`config.mk`:
```
export PLATFORM = sky130hd
export DESIGN_NAME = alu1_issue_queue
export DESIGN_NICKNAME = d
export VERILOG_FILES = /design/src/rtl/alu1_issue_queue.sv
export SDC_FILE = /design/constraint.sdc
export NUM_CORES = 1
export LEC_CHECK = 0
export CORE_UTILIZATION = 41
export CTS_CLUSTER_DIAMETER = 100
export CTS_CLUSTER_SIZE = 12
export DETAILED_ROUTE_END_ITERATION = 10
export PLACE_DENSITY = 0.74
export SYNTH_ARGS = -nofsm -noshare
export SYNTH_HDL_FRONTEND = slang
export SYNTH_SLANG_ARGS = --single-unit
export TNS_END_PERCENT = 30
```
`constraint.sdc`:
```
create_clock -name clk -period 5.3 [get_ports clk]
set_input_delay 0.795 -clock clk [delete_from_list [all_inputs] [get_ports clk]]
set_output_delay 0.795 -clock clk [all_outputs]
set_load 0.01 [all_outputs]
```
`src/rtl/alu1_issue_queue.sv`:
```
// Issue stage in front of the combinational Alu1 block: an in-order request FIFO
// whose head drives the ALU, plus a registered valid/ready slot that holds the result.
module alu1_issue_queue #(
  parameter int unsigned WIDTH     = 64,
  parameter int unsigned CMD_WIDTH = 4,
  parameter int unsigned DEPTH     = 4
) (
  input  logic                         clk,
  input  logic                         rst_n,
  input  logic                         flush,
  input  logic                         in_valid,
  output logic                         in_ready,
  input  logic [CMD_WIDTH-1:0]         in_cmd,
  input  logic [WIDTH-1:0]             in_op1,
  input  logic [WIDTH-1:0]             in_op2,
  output logic [CMD_WIDTH-1:0]         alu_cmd,
  output logic [WIDTH-1:0]             alu_in1,
  output logic [WIDTH-1:0]             alu_in2,
  input  logic [WIDTH-1:0]             alu_out,
  output logic                         res_valid,
  input  logic                         res_ready,
  output logic [WIDTH-1:0]             res_data,
  output logic [$clog2(DEPTH+1)-1:0]   count
);

  localparam int unsigned PTR_W = $clog2(DEPTH);
  localparam int unsigned CNT_W = $clog2(DEPTH+1);

  typedef struct packed {
    logic [CMD_WIDTH-1:0] cmd;
    logic [WIDTH-1:0]     op1;
    logic [WIDTH-1:0]     op2;
  } entry_t;

  entry_t           mem [DEPTH];
  entry_t           head;
  logic [PTR_W-1:0] wr_ptr;
  logic [PTR_W-1:0] rd_ptr;
  logic             push;
  logic             pop;
  logic             slot_free;

  // Handshake decode; a full FIFO refuses even when it pops this cycle.
  always_comb begin
    in_ready  = (count != CNT_W'(DEPTH));
    push      = in_valid && in_ready;
    slot_free = !res_valid || res_ready;
    pop       = (count != '0) && slot_free;
    head      = '0;
    if (count != '0) begin
      head = mem[rd_ptr];
    end
  end

  assign alu_cmd = head.cmd;
  assign alu_in1 = head.op1;
  assign alu_in2 = head.op2;

  // Entry storage is deliberately left uninitialised; occupancy gates every read.
  always_ff @(posedge clk) begin
    if (push && !flush) begin
      mem[wr_ptr] <= '{cmd: in_cmd, op1: in_op1, op2: in_op2};
    end
  end

  always_ff @(posedge clk or negedge rst_n) begin
    if (!rst_n) begin
      wr_ptr    <= '0;
      rd_ptr    <= '0;
      count     <= '0;
      res_valid <= 1'b0;
      res_data  <= '0;
    end else if (flush) begin
      wr_ptr    <= '0;
      rd_ptr    <= '0;
      count     <= '0;
      res_valid <= 1'b0;
    end else begin
      if (push) begin
        wr_ptr <= wr_ptr + PTR_W'(1);
      end
      if (pop) begin
        rd_ptr    <= rd_ptr + PTR_W'(1);
        res_data  <= alu_out;
        res_valid <= 1'b1;
      end else if (res_valid && res_ready) begin
        res_valid <= 1'b0;
      end
      case ({push, pop})
        2'b10:   count <= count + CNT_W'(1);
        2'b01:   count <= count - CNT_W'(1);
        default: count <= count;
      endcase
    end
  end

endmodule

```
; ---- Word-level counts from Yosys, hierarchy flattened
; Memories as Yosys holds them, arrays and structs flattened.
; Cells that the tools add are included.
[totals]
regBits = 72
ramBits = 528
inputBits = 201
out_inout_bits = 201
elab_cells = 39
memories = 1
[op_classes]
add_sub_neg = 4
n_eq_ne = 3
mux = 12
bitwise_logic = 1
n_reduce_logical = 13
[memory_table]
columns = name, words, word_bits, rd, rd_clocked_by_memory_dff, wr, line_no
row1 = mem, 4, 132, 1, 0, 1, 35  ; entry_t mem [DEPTH];
[op_table]
columns = cell, n
row1 = 132-bit two-way mux, 1
row2 = 3-bit nonzero test, 3
row3 = 2-bit two-way mux, 4
row4 = 3-bit case mux with 2 select lines, 1
row5 = 1-bit two-way mux, 5
row6 = 2-bit by 1-bit adder with 2-bit output (second input constant), 2
row7 = 1-bit logical AND, 4
row8 = 2-bit nonzero test, 2
row9 = 3-bit by 1-bit adder with 3-bit output (second input constant), 1
row10 = 3-bit two-way mux, 1
row11 = 3-bit != test (second input constant), 1
row12 = 3-bit by 1-bit subtractor with 3-bit output (second input constant), 1
row13 = 2-bit by 1-bit == test with 1-bit output (second input constant), 1
row14 = 2-bit == test (second input constant), 1
row15 = 1-bit logical NOT, 2
row16 = 2-bit AND reduction, 1
row17 = 1-bit logical OR, 1
row18 = 1-bit NOT, 1

; ---- Logic depth before layout (Yosys ltp)
; Gate-level depths: netlist of run 1.
[depth]
word_depth = 6
mapped_depth = 7
ltp_nobuf = 6

; ---- Worst setup path after synthesis of run 1
; Ideal clock, no wire load.
[synth_timing]
path_type = input-to-reg
from = input port flush
to = memory mem[0][0] in the netlist's numbering, enable pin
setup_ns = 0.508
arrival_ns = 4.202
setup_slack_ns = 0.591
stages = 3
n_path_buf = 1
path_cell_list = clkbuf_1 > nor2_1 > and2_1
[synth_between]
elab_chain_len = 4
[synth_rtl]
columns = item, line_no
row1 = "start, declared", 10  ; input logic flush,
row2 = 1-bit logical NOT, 61  ; if (push && !flush) begin
row3 = 1-bit logical AND, 61
row4 = 1-bit two-way mux, 61
row5 = 1-bit two-way mux (implied by the code), 62  ; mem[wr_ptr] <= '{cmd: in_cmd, op1: in_op1, op2: in_op2};
row6 = "end, declared", 35
; Every way passes these cells.

; ---- Worst setup path in the final report of run 1
[layout_timing]
from = register rd_ptr[0]
to = output port alu_in2[23]
[layout_between]
elab_chain_len = 2
[layout_rtl]
columns = item, line_no
row1 = "start, declared", 38  ; logic [PTR_W-1:0] rd_ptr;
row2 = "start signal, assigned", 83  ; rd_ptr <= rd_ptr + PTR_W'(1);
row3 = memory read 4 x 132 bit, -
row4 = 132-bit two-way mux, 50  ; if (count != '0) begin
row5 = "end, declared", 18  ; output logic [WIDTH-1:0] alu_in2,
; Every way passes these cells.

==> impl_metrics.tcl, run 1 <==
set metrics [dict create \
    setup_viol 0 \
    clkTransAtPathRegs_ns 0.06 \
    yosys_warnings 0 \
    path_cells "buf_4 > mux4_2 > and2_1 > clkdlybuf4s50_1" \
    drv_cap 0 \
    hpwl_mm 29.8 \
    critPathMaxFanout 39 \
    drive_gt1_share_pct 19.3 \
    overflow 0 \
    grt_first_pass_wirelength_mm 72.0 \
    cts_root_buf "clkbuf_16" \
    vias 11174 \
    r2r_cells 5 \
    grt_setup_unrepaired "no" \
    hold_violations 0 \
    cts_tree "yes" \
    routed_wl_mm 48.1 \
    route.detailed.drc 0 \
    status "finished, final reports clean" \
    seq_area_frac_synth_pct 77.4 \
    wire_per_inst_um 21.6 \
    ir_worst_vdd_v 0.000352 \
    final_util_pct 53.2 \
    power.total_mw 14.1 \
    die_w_um 238 \
    clock-sinks 600 \
    synthCells 1027 \
    syn2layout_area_growth_pct 28.4 \
    max_slew.worst_pin.slew_ns 0.937 \
    avgSynthCellArea_um2 22.2 \
    cts_inserted_buffers 56 \
    finalSetupTns_ns 0 \
    worstSetupPathType "flop to output port" \
    critPathLaunchType "flop" \
    whs_ns 0.422 \
    fp-row-count 86 \
    regToRegEndpoint "res_data[35]$_DFFE_PN0P_" \
    clock_path_buffers 3 \
    drt_iter0_markers 683 \
    ant_nets 0 \
    fp.coreArea_mm2 0.0551 \
    max_slew_margin_pct 37.5 \
    crit_path_max_incr_delay_ns 0.95 \
    cp_data_arrival_time_ns 3.30 \
    period_share_pct 77.2 \
    grtUsageTotal_pct 16.9 \
    fmax_mhz 244 \
    slew_violations 0 \
    fin_nets 1659 \
    cp.required_ns 4.51 \
    syn_area_mm2 0.0228 \
    dieArea_mm2 0.0566 \
    cts_setup_buffers 0 \
    hp-class "input port to asynchronous set/reset pin" \
    fin_skew_ns 0.0281 \
    antenna_found_initial 8 \
    mostFrequentLayoutCells "edfxtp_1, clkdlybuf4s50_1, mux4_2, and2_1, dfrtp_1" \
    final_common_cell "edfxtp_1" \
    rrSetupSlack_ns 2.29 \
    cts_hold_buf 0 \
    power_leakage_nw 9.50 \
    via_per_inst 5.02 \
    slowest_stage "dfrtp_4" \
    drtPass1Iterations 5 \
    clock_latency_ns 0.61 \
    syn_nets 1233 \
    path_buf_inv 2 \
    pwr_density_cell_mw_per_mm2 482 \
    initial_core_util_pct 41.4 \
    crit_start "rd_ptr[0]$_DFFE_PN0P_" \
    grt_max_degree 133 \
    endpoint_kind "output port" \
    fin_crit_ns 4.09 \
    fp.dieH_um 238 \
    ctsResizeCount 0 \
    routabilityCongestion 0.718 \
    grt_pass1_vias 11803 \
    port_buffers 401 \
    ys_ff_latch 600 \
    ys_types 31 \
    ios 402 \
    cp_top_family "flip-flops" \
    cts_max_level 2 \
    r2r_start "count[1]$_DFFE_PN0P_" \
]
[synth_stat cells (all sizes together)]
library cell,count,area share (%)
edfxtp,528,69
and2,136,3.7
mux4,132,13
dfrtp,72,7.9
mux2,66,3.3
buf,31,0.91
clkbuf,22,0.36
nor2,8,0.16
ha,4,0.22
inv,3,0.049
nand2,3,0.071
nand2b,3,0.082
nand3,3,0.066
nor2b,3,0.082
xnor2,3,0.12
a21oi,2,0.044
a211oi,1,0.088
a2bb2oi,1,0.066
fa,1,0.088
mux2i,1,0.044
nor3,1,0.022
or3,1,0.027
or3b,1,0.038
xor2,1,0.038
[flip-flops by register name (all words and copies together) (netlist names)]
name,count
mem,528
res_valid,1
wr_ptr,2
count,3
res_data,64
rd_ptr,2
[logic make-up after synthesis]
logic type / after synthesis / share of synthesized area (%)
xor+xnor: 4 / 0.154
buf+inv: 56 / 1.32
compound gates: 4 / 0.197
simple gates: 159 / 4.28
mux: 199 / 16.3
fa+ha+maj: 5 / 0.307
flops: 600 / 77.4
[through the flow]
| step | cell area [um2] | std cells | setup WS (ns) |
|---|---|---|---|
| floorplan | 22800 | 1027 | 0.591 |
| global placement | 27800 | 2143 | 1.73 |
| detailed placement | 27800 | 2143 | 1.73 |
| CTS | 29300 | 2223 | 1.06 |
| global route | 29300 | 2225 | 0.975 |
| finish | 29300 | 2226 | 1.21 |
[worst max path at each step]
stage,to,cells past startpoint
detailed placement,alu_in2[23],4
CTS,alu_in2[23],4
floorplan,mem[0][0]$_DFFE_PP_,3
finish,alu_in2[23],4
global route,alu_in2[23],4
global placement,alu_in2[25],4
[routing by layer]
layer	GRT usage (%)	up-vias	share of wire (%)
met2	28.6	379	50
met4	5.40	10	2.5
met1	21.3	5747	40
met5	0	-	0.15
met3	4.16	89	6.7
li1	-	4949	-
[report_power, final]
group          internal, mW  total, mW  switching, mW
clock                  1.92       3.54           1.62
combinational          2.65       4.57           1.92
sequential             5.69       6.00          0.306
[final cells by class]
type | count | area (um2)
fill | 4306 | 25800
sequential | 600 | 17700
multi-input combinational | 371 | 4870
timing repair buffer | 421 | 4270
clock buffer | 75 | 1470
tap | 748 | 936
clock inverter | 5 | 60.1
inverter | 3 | 11.3
antenna | 3 | 7.51
Power figures use the tool's default switching activity.
==> inputs of run 2 (changes only) <==
==> constraint.sdc (replaced) <==
create_clock -name clk -period 4 [get_ports clk]
set_input_delay 0.6 -clock clk [delete_from_list [all_inputs] [get_ports clk]]
set_output_delay 0.6 -clock clk [all_outputs]
set_load 0.01 [all_outputs]
==> impl_metrics.tcl, run 2 (synthesis results as in run 1) <==
set metrics [dict create \
    status "finished, final reports clean" \
    clock_path_buffers 3 \
    rrSetupSlack_ns 1.29 \
    routed_wl_mm 48.5 \
    antenna_found_initial 4 \
    netSwitchingPower_mw 5.10 \
    cp_data_arrival_time_ns 3.04 \
    p_comb_share_pct 33.0 \
    clkTransAtPathRegs_ns 0.06 \
    final_common_cell "edfxtp_1" \
    ir_worst_vdd_v 0.000439 \
    drive_gt1_share_pct 20.0 \
    crit_start "rd_ptr[0]$_DFFE_PN0P_" \
    grt_pass1_vias 12071 \
    hpwl_mm 30.9 \
    routabilityCongestion 0.740 \
    clock-sinks 600 \
    r2r_cells 6 \
    hold_violations 0 \
    wire_per_inst_um 21.7 \
    fin_crit_ns 3.64 \
    setup_viol 0 \
    drt_iter0_markers 682 \
    endpoint_kind "output port" \
    grtUsageTotal_pct 17.2 \
    initial_core_util_pct 41.4 \
    fp.coreArea_mm2 0.0551 \
    ctsResizeCount 0 \
    cts_max_level 2 \
    max_slew.worst_pin.slew_ns 1.06 \
    top_register "mem" \
    preCtsSetupSlack_ns 0.925 \
    cts_setup_buffers 0 \
    worst_slack_ns 0.359 \
    route.detailed.drc 0 \
    pwr_density_cell_mw_per_mm2 638 \
    critPathLaunchType "flop" \
    slew_violations 0 \
    power_leakage_nw 9.61 \
    drv_cap 0 \
    fp.dieH_um 238 \
    cp.required_ns 3.40 \
    netSwitchingFraction_pct 27.1 \
    drtPass1Iterations 4 \
    grt_setup_unrepaired "no" \
    cts_inserted_buffers 56 \
    dieArea_mm2 0.0566 \
    p_int_mw 13.7 \
    worstSetupPathType "flop to output port" \
    dpl.cell_count 2155 \
    fin_nets 1671 \
    pwr-share-seq_pct 42.1 \
    cts_hold_buf 0 \
    via_per_inst 5.01 \
    clock_latency_ns 0.59 \
    mostFrequentLayoutCells "edfxtp_1, clkdlybuf4s50_1, mux4_2, and2_1, dfrtp_1" \
    cts_tree "yes" \
    top_regs "mem (528), res_data (64), count (3)" \
    largest_reg_flops 528 \
    die_w_um 238 \
    critPathMaxFanout 31 \
    overflow 0 \
    fin_skew_ns 0.0124 \
    vias 11222 \
    grt_first_pass_wirelength_mm 72.9 \
    pwr-share-clk_pct 25.0 \
    period_share_pct 91.0 \
    fin_cells 2240 \
    cts_root_buf "clkbuf_16" \
    grt_max_degree 65 \
    ios 402 \
    ant_nets 0 \
    fp-row-count 86 \
    syn2layout_area_growth_pct 29.4 \
    hp-class "input port to asynchronous set/reset pin" \
    design_area_mm2 0.0295 \
    multiInputGateArea_mm2 0.00487 \
    fmax_mhz 275 \
    regToRegEndpoint "res_data[14]$_DFFE_PN0P_" \
    seq_area_mm2 0.0177 \
    n_fill_cell 4242 \
    port_buffers 401 \
    r2r_start "count[0]$_DFFE_PN0P_" \
    place_area_mm2 0.0280 \
    max_slew_margin_pct 29.4 \
]
==> run 2: changes by cell type in the layout (fill, tap and decap cells not counted), sizes merged <==
| cell | change |
|---|---|
| buf | +12 |
| clkbuf | +4 |
| clkinv | -1 |
| diode | -1 |
==> run 2: worst max-delay path by stage <==
| stage | endpoint | slack, ns | depth (start not counted) |
|---|---|---|---|
| floorplan | mem[2][0]$_DFFE_PP_ | -0.55 | 5 |
| global placement | alu_in1[30] | 0.92 | 4 |
| detailed placement | alu_in1[6] | 0.92 | 4 |
| CTS | alu_in1[6] | 0.25 | 4 |
| global route | alu_in1[27] | 0.17 | 4 |
| finish | alu_in1[61] | 0.36 | 4 |
==> run 2: per-stage QoR <==
stage | total power, mW | hold slack, ns | utilization, % | setup TNS [ns]
6_report | 18.8 | 0.207 | 53.6 | 0
5_1_grt | 19.7 | 0.278 | 53.6 | 0
3_3_place_gp | 14.3 | 0.470 | 50.8 | 0
3_5_place_dp | 14.4 | 0.476 | 50.8 | 0
4_1_cts | 19.2 | 0.204 | 53.6 | 0
2_1_floorplan | 11.1 | 0.304 | - | -144.73
==> run 2: per-layer routing <==
| layer | vias up | part of all wire, % | track usage, % |
|---|---|---|---|
| li1 | 4998 | - | - |
| met1 | 5756 | 40 | 20.9 |
| met2 | 388 | 50 | 29.2 |
| met3 | 76 | 7.7 | 5.53 |
| met4 | 4 | 2.3 | 5.22 |
| met5 | - | 0.056 | 0 |
==> run 2: cell type report <==
cell class | instances | area share [%]
Clock inverter | 4 | 0.114
Sequential cell | 600 | 59.8
Clock buffer | 79 | 5.11
Inverter | 3 | 0.0381
Tap cell | 748 | 3.17
Multi-Input combinational cell | 371 | 16.5
Timing Repair Buffer | 433 | 15.2
Antenna cell | 2 | 0.0169
==> run 2: power groups by stage <==
stage | logic, mW | clock network [mW] | registers [mW]
floorplan | 3.07 | 0 | 8.07
global placement | 6.28 | 0 | 8.04
detailed placement | 6.32 | 0 | 8.08
CTS | 6.35 | 4.86 | 7.95
global route | 6.65 | 5.08 | 8.01
finish | 6.21 | 4.71 | 7.93
==> run 2: worst max-delay path, cell delays in order (launching register included) <==
cell and delay (ns):
dfrtp_4 0.87, buf_12 0.34, mux4_2 0.53, and2_1 0.17, clkdlybuf4s50_1 0.50
==> inputs of run 3 (changes only) <==
==> constraint.sdc (replaced) <==
create_clock -name clk -period 4.34 [get_ports clk]
set_input_delay 0.651 -clock clk [delete_from_list [all_inputs] [get_ports clk]]
set_output_delay 0.651 -clock clk [all_outputs]
set_load 0.01 [all_outputs]
==> impl_metrics.tcl, run 3 (synthesis results as in run 1) <==
set metrics [dict create \
    status "finished, final reports clean" \
    cts_root_buf "clkbuf_16" \
    grt_setup_unrepaired "no" \
    crit_start "rd_ptr[0]$_DFFE_PN0P_" \
    grt_pass1_vias 12017 \
    place_area_mm2 0.0280 \
    preCtsSetupSlack_ns 1.14 \
    ir_worst_vdd_v 0.000368 \
    route.detailed.drc 0 \
    grt_max_degree 65 \
    max_slew_margin_pct 44.3 \
    r2r_cells 6 \
    cts_setup_buffers 0 \
    via_per_inst 5.05 \
    fp.dieH_um 238 \
    finalSetupTns_ns 0 \
    drive_gt1_share_pct 19.8 \
    drtPass1Iterations 5 \
    die_w_um 238 \
    cp_data_arrival_time_ns 3.10 \
    initial_core_util_pct 41.4 \
    drt_iter0_markers 619 \
    hold_violations 0 \
    cp.required_ns 3.69 \
    pwr_density_cell_mw_per_mm2 586 \
    top_regs "mem (528), res_data (64), count (3)" \
    overflow 0 \
    cts_hold_buf 0 \
    setup_viol 0 \
    antenna_found_initial 4 \
    clock-sinks 600 \
    mostFrequentLayoutCells "edfxtp_1, clkdlybuf4s50_1, mux4_2, and2_1, dfrtp_1" \
    multiInputGateArea_mm2 0.00487 \
    final_util_pct 53.4 \
    worstSetupPathType "flop to output port" \
    top_register "mem" \
    drv_cap 0 \
    final_common_cell "edfxtp_1" \
    r2r_start "count[0]$_DFFE_PN0P_" \
    seq_area_mm2 0.0177 \
    port_buffers 401 \
    cts_inserted_buffers 55 \
    cts_max_level 2 \
    design_area_mm2 0.0294 \
    fin_skew_ns 0.0129 \
    clock_latency_ns 0.59 \
    clock_path_buffers 3 \
    ant_nets 0 \
    endpoint_kind "output port" \
    fmax_mhz 267 \
    dieArea_mm2 0.0566 \
    period_share_pct 86.4 \
    grt_first_pass_wirelength_mm 72.9 \
    fin_crit_ns 3.75 \
    critPathMaxFanout 39 \
    clkTransAtPathRegs_ns 0.07 \
    routabilityCongestion 0.733 \
    fin_cells 2235 \
    syn2layout_area_growth_pct 29.0 \
    routed_wl_mm 48.6 \
    n_fill_cell 4264 \
    hpwl_mm 31.0 \
    fin_nets 1669 \
    dpl.cell_count 2154 \
    worst_slack_ns 0.591 \
    ctsResizeCount 0 \
    power_leakage_nw 9.57 \
    vias 11283 \
    wire_per_inst_um 21.7 \
    fp-row-count 86 \
    grtUsageTotal_pct 17.1 \
    fp.coreArea_mm2 0.0551 \
    max_slew.worst_pin.slew_ns 0.835 \
    critPathLaunchType "flop" \
    largest_reg_flops 528 \
    cts_tree "yes" \
    hp-class "input port to asynchronous set/reset pin" \
    ios 402 \
    slew_violations 0 \
]
run 3: changes by cell type in the layout (fill, tap and decap cells not counted):
cell	previous run	this run
clkbuf_1	22	21
clkinv_2	1	0
inv_8	1	0
inv_6	2	3
buf_12	20	18
clkbuf_16	57	55
buf_4	12	13
run 3: stage by stage:
stage	hold slack, ns	total power [mW]
final	0.160	17.2
after floorplan	0.355	10.3
after global placement	0.468	13.2
after CTS	0.156	17.5
after global routing	0.205	18.0
after detailed placement	0.476	13.2
run 3: critical path, cell delays in order (launching register included):
cell and delay, ns:
dfrtp_4 0.82, buf_12 0.39, mux4_2 0.58, and2_1 0.18
clkdlybuf4s50_1 0.47
run 3: routing by layer:
layer | GRT usage (%) | wire [um]
met5 | 0 | 41
met4 | 3.95 | 824
met3 | 4.60 | 3610
met1 | 22.1 | 19800
met2 | 28.8 | 24300
run 3: final cells by class:
type                    count  share of cell area, %
repair buffers            432                   15.2
clock buffers              76                   4.94
flip-flops and latches    600                   60.0
well taps                 748                   3.18
clock inverters             3                 0.0893
diodes                      2                 0.0170
inverters                   3                 0.0383
multi-input cells         371                   16.6
run 3: path summary, 6_finish.rpt:
kind | endpoint | slack (ns)
max | alu_in1[26] | 0.59
min | wr_ptr[0]$_DFFE_PN0P_ | 0.16
max in group asynchronous | res_data[28]$_DFFE_PN0P_ | 3.22
min reg2reg | res_data[21]$_DFFE_PN0P_ | 0.48
min in group clk | res_data[21]$_DFFE_PN0P_ | 0.48
max reg2reg | res_data[34]$_DFFE_PN0P_ | 1.71
run 3: report_power, final:
group,switching [mW],internal (mW)
Clock,1.94,2.30
Combinational,2.38,3.30
Sequential,0.375,6.95
